`config.mk`:
```
export PLATFORM = sky130hd
export DESIGN_NAME = alu_issue_ctrl
export DESIGN_NICKNAME = d
export VERILOG_FILES = /design/src/rtl/alu_pkg.sv /design/src/rtl/regfile_2r1w.sv /design/src/rtl/alu_issue_ctrl.sv
export SDC_FILE = /design/constraint.sdc
export NUM_CORES = 1
export LEC_CHECK = 0
export CORE_MARGIN = 1.5
export CORE_UTILIZATION = 54
export CTS_BUF_LIST = sky130_fd_sc_hd__clkbuf_2 sky130_fd_sc_hd__clkbuf_4 sky130_fd_sc_hd__clkbuf_8
export CTS_CLUSTER_DIAMETER = 40
export DETAILED_ROUTE_END_ITERATION = 8
export GPL_TIMING_DRIVEN = 0
export PLACE_DENSITY = 0.93
export SYNTH_ARGS = -nofsm -noshare
export SYNTH_HDL_FRONTEND = slang
export SYNTH_SLANG_ARGS = --single-unit
```
`constraint.sdc`:
```
create_clock -name clk -period 3.56 [get_ports clk]
set_clock_uncertainty 0.05 [all_clocks]
set_input_delay 1.068 -clock clk [delete_from_list [all_inputs] [get_ports clk]]
set_output_delay 1.068 -clock clk [all_outputs]
set_load 0.05 [all_outputs]
```
`src/rtl/alu_pkg.sv`:
```
// Shared types and constants for the 8-bit ALU datapath and its issue/writeback controller.
package alu_pkg;

    localparam int DEFAULT_WIDTH = 8;
    localparam int DEFAULT_NREGS = 4;
    localparam int NFLAGS        = 6;

    typedef enum logic [1:0] {
        OP_AND = 2'b00,
        OP_SUB = 2'b01,
        OP_ADD = 2'b10,
        OP_MUL = 2'b11
    } alu_op_e;

    // Bit positions inside the {z, n, vn, vp, br, c} flag vector
    localparam int FLG_C  = 0;
    localparam int FLG_BR = 1;
    localparam int FLG_VP = 2;
    localparam int FLG_VN = 3;
    localparam int FLG_N  = 4;
    localparam int FLG_Z  = 5;

    typedef enum logic [1:0] {
        IDLE  = 2'b00,
        ISSUE = 2'b01,
        WB    = 2'b10
    } issue_state_e;

endpackage

```
`src/rtl/regfile_2r1w.sv`:
```
// Register file with two combinational read ports and one synchronous write port.
module regfile_2r1w #(
    parameter int WIDTH = 8,
    parameter int NREGS = 4
) (
    input  logic                     clk,
    input  logic                     rst_n,
    input  logic                     we,
    input  logic [$clog2(NREGS)-1:0] waddr,
    input  logic [WIDTH-1:0]         wdata,
    input  logic [$clog2(NREGS)-1:0] raddr_a,
    output logic [WIDTH-1:0]         rdata_a,
    input  logic [$clog2(NREGS)-1:0] raddr_b,
    output logic [WIDTH-1:0]         rdata_b
);

    logic [WIDTH-1:0] mem [NREGS];

    always_ff @(posedge clk or negedge rst_n) begin
        if (!rst_n) begin
            for (int i = 0; i < NREGS; i++) begin
                mem[i] <= '0;
            end
        end else if (we) begin
            mem[waddr] <= wdata;
        end
    end

    assign rdata_a = mem[raddr_a];
    assign rdata_b = mem[raddr_b];

endmodule

```
`src/rtl/alu_issue_ctrl.sv`:
```
// Register/issue stage of the 8-bit datapath: accepts one instruction, drives the
// combinational ALU for one cycle, captures result and flags, then writes back.
module alu_issue_ctrl
    import alu_pkg::*;
#(
    parameter int WIDTH = DEFAULT_WIDTH,
    parameter int NREGS = DEFAULT_NREGS
) (
    input  logic                     clk,
    input  logic                     rst_n,
    input  logic                     instr_valid,
    output logic                     instr_ready,
    input  logic                     instr_ldi,
    input  logic [1:0]               instr_op,
    input  logic [$clog2(NREGS)-1:0] instr_rd,
    input  logic [$clog2(NREGS)-1:0] instr_rs1,
    input  logic [$clog2(NREGS)-1:0] instr_rs2,
    input  logic [WIDTH-1:0]         instr_imm,
    output logic [1:0]               alu_op,
    output logic [WIDTH-1:0]         alu_a,
    output logic [WIDTH-1:0]         alu_b,
    input  logic [WIDTH-1:0]         alu_r,
    input  logic [NFLAGS-1:0]        alu_flags,
    output logic                     wb_valid,
    output logic [$clog2(NREGS)-1:0] wb_rd,
    output logic [WIDTH-1:0]         wb_data,
    output logic [NFLAGS-1:0]        flags,
    output logic                     busy,
    output issue_state_e             dbg_state
);

    localparam int AW = $clog2(NREGS);

    issue_state_e      state_q, state_d;
    logic              ldi_q;
    alu_op_e           op_q;
    logic [AW-1:0]     rd_q, rs1_q, rs2_q;
    logic [WIDTH-1:0]  res_q;
    logic [NFLAGS-1:0] flags_q;
    logic [WIDTH-1:0]  rdata_a, rdata_b;
    logic              accept;
    alu_op_e           alu_op_d;
    logic [WIDTH-1:0]  alu_a_d, alu_b_d;

    // Writeback of an ALU op overlaps the next accept, so ALU ops sustain one per
    // two cycles; an LDI writeback returns through IDLE, also two cycles per LDI.
    assign instr_ready = (state_q == IDLE) || ((state_q == WB) && !ldi_q);
    assign busy        = ~instr_ready;
    assign accept      = instr_valid && instr_ready;

    always_comb begin
        state_d  = state_q;
        alu_op_d = OP_AND;
        alu_a_d  = '0;
        alu_b_d  = '0;
        unique case (state_q)
            IDLE, WB: begin
                if (accept) begin
                    state_d = instr_ldi ? WB : ISSUE;
                end else begin
                    state_d = IDLE;
                end
            end
            ISSUE: begin
                state_d  = WB;
                alu_op_d = op_q;
                alu_a_d  = rdata_a;
                alu_b_d  = rdata_b;
            end
            default: state_d = IDLE;
        endcase
    end

    always_ff @(posedge clk or negedge rst_n) begin
        if (!rst_n) begin
            state_q <= IDLE;
            ldi_q   <= 1'b0;
            op_q    <= OP_AND;
            rd_q    <= '0;
            rs1_q   <= '0;
            rs2_q   <= '0;
            res_q   <= '0;
            flags_q <= '0;
        end else begin
            state_q <= state_d;
            if (accept) begin
                ldi_q <= instr_ldi;
                op_q  <= alu_op_e'(instr_op);
                rd_q  <= instr_rd;
                rs1_q <= instr_rs1;
                rs2_q <= instr_rs2;
                if (instr_ldi) begin
                    res_q <= instr_imm;
                end
            end
            if (state_q == ISSUE) begin
                res_q   <= alu_r;
                flags_q <= alu_flags;
            end
        end
    end

    regfile_2r1w #(
        .WIDTH (WIDTH),
        .NREGS (NREGS)
    ) u_rf (
        .clk     (clk),
        .rst_n   (rst_n),
        .we      (state_q == WB),
        .waddr   (rd_q),
        .wdata   (res_q),
        .raddr_a (rs1_q),
        .rdata_a (rdata_a),
        .raddr_b (rs2_q),
        .rdata_b (rdata_b)
    );

    assign alu_op    = alu_op_d;
    assign alu_a     = alu_a_d;
    assign alu_b     = alu_b_d;
    assign wb_valid  = (state_q == WB);
    assign wb_rd     = rd_q;
    assign wb_data   = res_q;
    assign flags     = flags_q;
    assign dbg_state = state_q;

endmodule

```
== Word-level counts from Yosys, hierarchy flattened ==
Cells that the tools add are included.
Word-level totals
  output and inout port bits: 39
  register bits after elaboration: 57
  memory bits (read-only): 0
  input bits: 34
  logic and storage cells: 50
  memories: 0
  memory bits (writable): 0
  latch bits: 0
Operators by class
  multiplexer cells: 18
  reduce and logical (&&, ||, !) cells: 10
  $lt $le $gt $ge: 4
  multiply operators: 0
  divide/modulo/power cells: 0
  $add $sub $neg: 0
  shift-type cells: 0
  bitwise logic cells: 4
  equality and inequality tests: 2
Operators by type and width (count)
  8-bit two-way mux: 10
  8-bit binary-select mux with 2-bit select: 2
  32-bit bitwise mux: 1
  8-bit demux with 2-bit select: 1
  3-bit greater-or-equal comparator (second input constant): 3
  2-bit inverter with 3-bit output: 3
  2-bit two-way mux: 3
  2-bit case mux with 2 select lines: 1
  2-bit nonzero test: 2
  1-bit logical AND: 3
  3-bit by 1-bit less-than comparator with 1-bit output (second input constant): 1
  2-bit by 1-bit equality test with 1-bit output (second input constant): 1
  2-bit equality test (second input constant): 1
  2-bit zero test: 1
  2-bit AND reduction: 1
  2-bit OR reduction: 1
  1-bit zero test: 1
  1-bit logical OR: 1
  1-bit inverter: 1

== Depth between registers and ports, before layout ==
Gate-level depths: netlist of run 1.
  depth after elaboration: 6
  gate-level depth with buffers: 4
  gate-level depth less buffers: 3

== Hierarchy ==
A second synthesis of run 1 with hierarchy kept.
Second synthesis, totals
  cell total of the unflattened synthesis: 174
  area total of the unflattened synthesis: 2797.7 um^2
Modules (own cells, without submodules)
  regfile_2r1w: cells each 88, times used 1, seq. area each 800.8 um^2, area an instance 1590.3 um^2
  alu_issue_ctrl: cells each 86, times used 1, seq. area each 625.6 um^2, area an instance 1207.4 um^2

== Least setup slack after synthesis of run 1 ==
No wires, ideal clock.
  path kind: reg-to-output
  from: register state_q[1], in the netlist dbg_state[1]
  to: output port busy
  required time: 2.442 ns
  arrival: 2.001 ns
  path slack: 0.441 ns
  cell stages (with the launch flop): 3
  buffers on the path: 0
  path through: dfrtp_1 a21oi_1 inv_1
Between the ends
  cells in the longest elaborated chain, start to end: 4
  elaborated cells on any way between the ends: 5
  classes of those cells: eq/ne: 1; bitwise: 1; reduce/logical: 3
RTL lines
  start: declaration: line alu_issue_ctrl.sv:34  | issue_state_e state_q, state_d;
  start signal: assignment: line alu_issue_ctrl.sv:85  | state_q <= state_d;
  2-bit equality test: line alu_issue_ctrl.sv:47  | assign instr_ready = (state_q == IDLE) || ((state_q == WB) && !ldi_q);
  1-bit logical AND: line alu_issue_ctrl.sv:47
  1-bit logical OR (*): line alu_issue_ctrl.sv:47
  net instr_ready: line alu_issue_ctrl.sv:12  | output logic instr_ready,
  1-bit inverter (*): line alu_issue_ctrl.sv:48  | assign busy = ~instr_ready;
  end: declaration: line alu_issue_ctrl.sv:28  | output logic busy,
Mark *: on every way through the listed nets, which the timed path passes. The rest lies on a longest branch.

== Worst setup path after layout of run 1 ==
  from: register state_q[0], in the netlist dbg_state[0]
  to: output port alu_a[3]
Between the ends
  cells in the longest elaborated chain, start to end: 2
RTL lines
  2-bit by 1-bit equality test with 1-bit output: line alu_issue_ctrl.sv:56  | unique case (state_q)
  8-bit two-way mux: line alu_issue_ctrl.sv:56
  end: declaration: line alu_issue_ctrl.sv:20  | output logic [WIDTH-1:0] alu_a,
No other way between the ends.

==> impl_metrics.tcl, run 1 <==
set metrics [dict create \
    grt_pass1_vias 1857 \
    die-area_um2 5513 \
    vdd_drop_max_mv 0.5102 \
    design_area_um2 3780 \
    tns_ns 0 \
    netlist_area_um2 2741 \
    status "finished clean" \
    finalHoldViolCount 0 \
    crit_type "register to primary output" \
    n_antenna_cell 0 \
    synthTopCellsByArea "dfrtp_1 (52%), mux2_2 (26%), mux4_2 (13%)" \
    rsz0062_at_grt "no" \
    routed_via_density 5.443 \
    final_nets 294 \
    grt-ovfl-total 0 \
    synth_seq_cells 57 \
    grt.total_usage_pct 23.58 \
    r2r_setup_slack_ns 1.62 \
    dp_hpwl_um 4034 \
    setup_viol 0 \
    end_kind "primary output" \
    hp-class "register to register" \
    antenna_found_initial 0 \
    die_w_um 74.25 \
    synth_top_area_share_pct 52.03 \
    crit_arrival_ns 2.30 \
    antenna_left 0 \
    vias 1807 \
    power_mw 2.922 \
    final_util_pct 78.47 \
    ys_seq_area_share_pct 52.03 \
    drt_first_iter_violations 103 \
    tritoncts "yes" \
    start_util_pct 56.91 \
    drv_cap 0 \
    worstMarginPinSlew_ns 0.6435 \
    drv_slew 0 \
    synth_area_leader_cell "dfrtp_1" \
    path_cells "nor2b_2, buf_2, clkbuf_2, and2_1, clkdlybuf4s15_2" \
    finalWeightedCongestion 0.6996 \
    ctsHoldBuffers 0 \
    crit_family "buffers and inverters" \
    yosysWarningCount 0 \
    synth_cell_types 17 \
    grt_pass1_wl_um 9190 \
    insertion_delay_ns 0.32 \
    synth.avg_cell_area_um2 15.58 \
    die_h_um 74.25 \
    synth_fp_nets 210 \
    slew_headroom_pct 57.10 \
    nFillCells 305 \
    cp_slowest_cell "dfrtp_1" \
    cpPeakStageDelay_ns 0.42 \
    pwr_density_cell_nw_per_um2 772.9 \
    drt_first_pass_iters 4 \
    clkTransAtPathRegs_ns 0.06 \
    cts.sinks 57 \
    drcViolationCount 0 \
    place_area_um2 3561 \
    min_period_ns 3.419 \
    routed_wl_um 5952 \
    core_area_um2 4817 \
    portBuffers 72 \
    path_max_fanout 10 \
    worst_slack_ns 0.1413 \
    place_worst_setup_slack_ns -0.08923 \
    row_count 25 \
    avgRoutedWirePerCell_um 17.93 \
    clockBufferDepth 2 \
    p_leak_nw 1.596 \
    root_buffer "clkbuf_8" \
    path_buf_inv 3 \
    clock_tree.htree_level_count 3 \
    ios 73 \
    crit_path_start_kind "register" \
    drive_above_1_share_pct 43.77 \
    synthToLayoutAreaGrowth_pct 37.88 \
    numCtsBuffers 9 \
    synthesis.instances 176 \
    max_freq_mhz 292.5 \
    finalCritPeriodShare_pct 96.03 \
    grt_max_degree 38 \
    cp.required_ns 2.44 \
]
## repair_timing
action | CTS | global route
endpoints found under the setup margin | 18 | 0
setup buffers | 0 | 0
resized for setup | 39 | 0
## layout by cell type, fill, tap and decap left out
master	synthesis	final
mux2_2	63	63
dfrtp_1	57	57
clkdlybuf4s50_1	0	53
and2_1	18	18
mux4_2	16	16
clkbuf_8	0	12
clkdlybuf4s15_2	0	10
dlygate4sd2_1	0	8
buf_2	5	6
clkbuf_1	4	3
a21oi_1	2	2
and3b_1	2	2
clkbuf_4	0	2
nor2b_2	1	1
clkbuf_2	0	1
and2b_1	1	1
o21a_1	1	1
nor2_2	1	1
nand2_1	1	1
nor2_1	1	1
inv_1	1	1
nand3_1	1	1
nor3b_4	1	1
clkinv_2	0	1
bufinv_16	0	1
buf_12	0	1
## state kept, by name (all words and copies together), names as in the netlist
| name | count |
|---|---|
| flags | 6 |
| rs2_q | 2 |
| ldi_q | 1 |
| u_rf.mem | 32 |
| dbg_state | 2 |
| wb_rd | 2 |
| wb_data | 8 |
| rs1_q | 2 |
| op_q | 2 |
## cells by family (layout without fill, tap and decap cells)
family                 after synthesis  after routing  synth area share, %
DFF                                 57             57                52.03
AOI/OAI and AO/OA                    3              3               0.6391
muxes                               79             79                39.02
buffers and inverters               10             99                1.597
and+or+nand+nor                     27             27                6.709
## synth_stat cells
cell,instances
nand3_1,1
and3b_1,2
buf_2,5
nor3b_4,1
and2b_1,1
inv_1,1
nor2b_2,1
and2_1,18
dfrtp_1,57
clkbuf_1,4
o21a_1,1
nor2_1,1
mux2_2,63
nand2_1,1
mux4_2,16
nor2_2,1
a21oi_1,2
## worst paths after layout
kind / cells past startpoint / endpoint / startpoint
min: 1 / flags[1]$_DFFE_PN0P_ / flags[1]$_DFFE_PN0P_
max: 5 / alu_a[3] / dbg_state[0]$_DFF_PN0_
min reg2reg: 1 / flags[1]$_DFFE_PN0P_ / flags[1]$_DFFE_PN0P_
max reg2reg: 4 / wb_data[6]$_DFFE_PN0P_ / dbg_state[0]$_DFF_PN0_
min in group asynchronous: 1 / flags[5]$_DFFE_PN0P_ / rst_n
max in group asynchronous: 2 / u_rf.mem[5]$_DFFE_PN0P_ / rst_n
## final cells by class
type / count / area, um^2 / share of cell area, %
Sequential cell: 57 / 1426 / 37.74
Clock buffer: 14 / 180.2 / 4.767
Tap cell: 67 / 83.83 / 2.218
Inverter: 1 / 3.754 / 0.09930
Clock inverter: 2 / 35.03 / 0.9268
Buffer: 9 / 41.29 / 1.092
Multi-Input combinational cell: 109 / 1271 / 33.63
Timing Repair Buffer: 73 / 738.2 / 19.53
## layer usage
layer	GRT usage, %	part of all wire (%)	vias to the layer above
met5	0	0	-
met4	11.92	2.6	0
met3	4.472	3.7	15
met2	38.59	52	46
met1	30.25	42	926
li1	-	-	820
## where the power goes
group / internal [mW] / switching, mW
Sequential: 0.910 / 0.209
Clock: 0.395 / 0.242
Combinational: 0.604 / 0.562
## stage by stage
stage	hold WS [ns]	std cells
final	0.4525	332
after global placement	0.4293	315
after floorplan	0.4206	176
after CTS	0.4543	332
after detailed placement	0.4400	316
after global routing	0.4705	332
(Power assumes the default switching activity.)
==> run 2: changes to the inputs <==
ABC_CLOCK_PERIOD_IN_PS = 3560   (was default)
==> results of run 2 <==
Same layout as run 1: the final DEF is identical, and so are final timing and power.
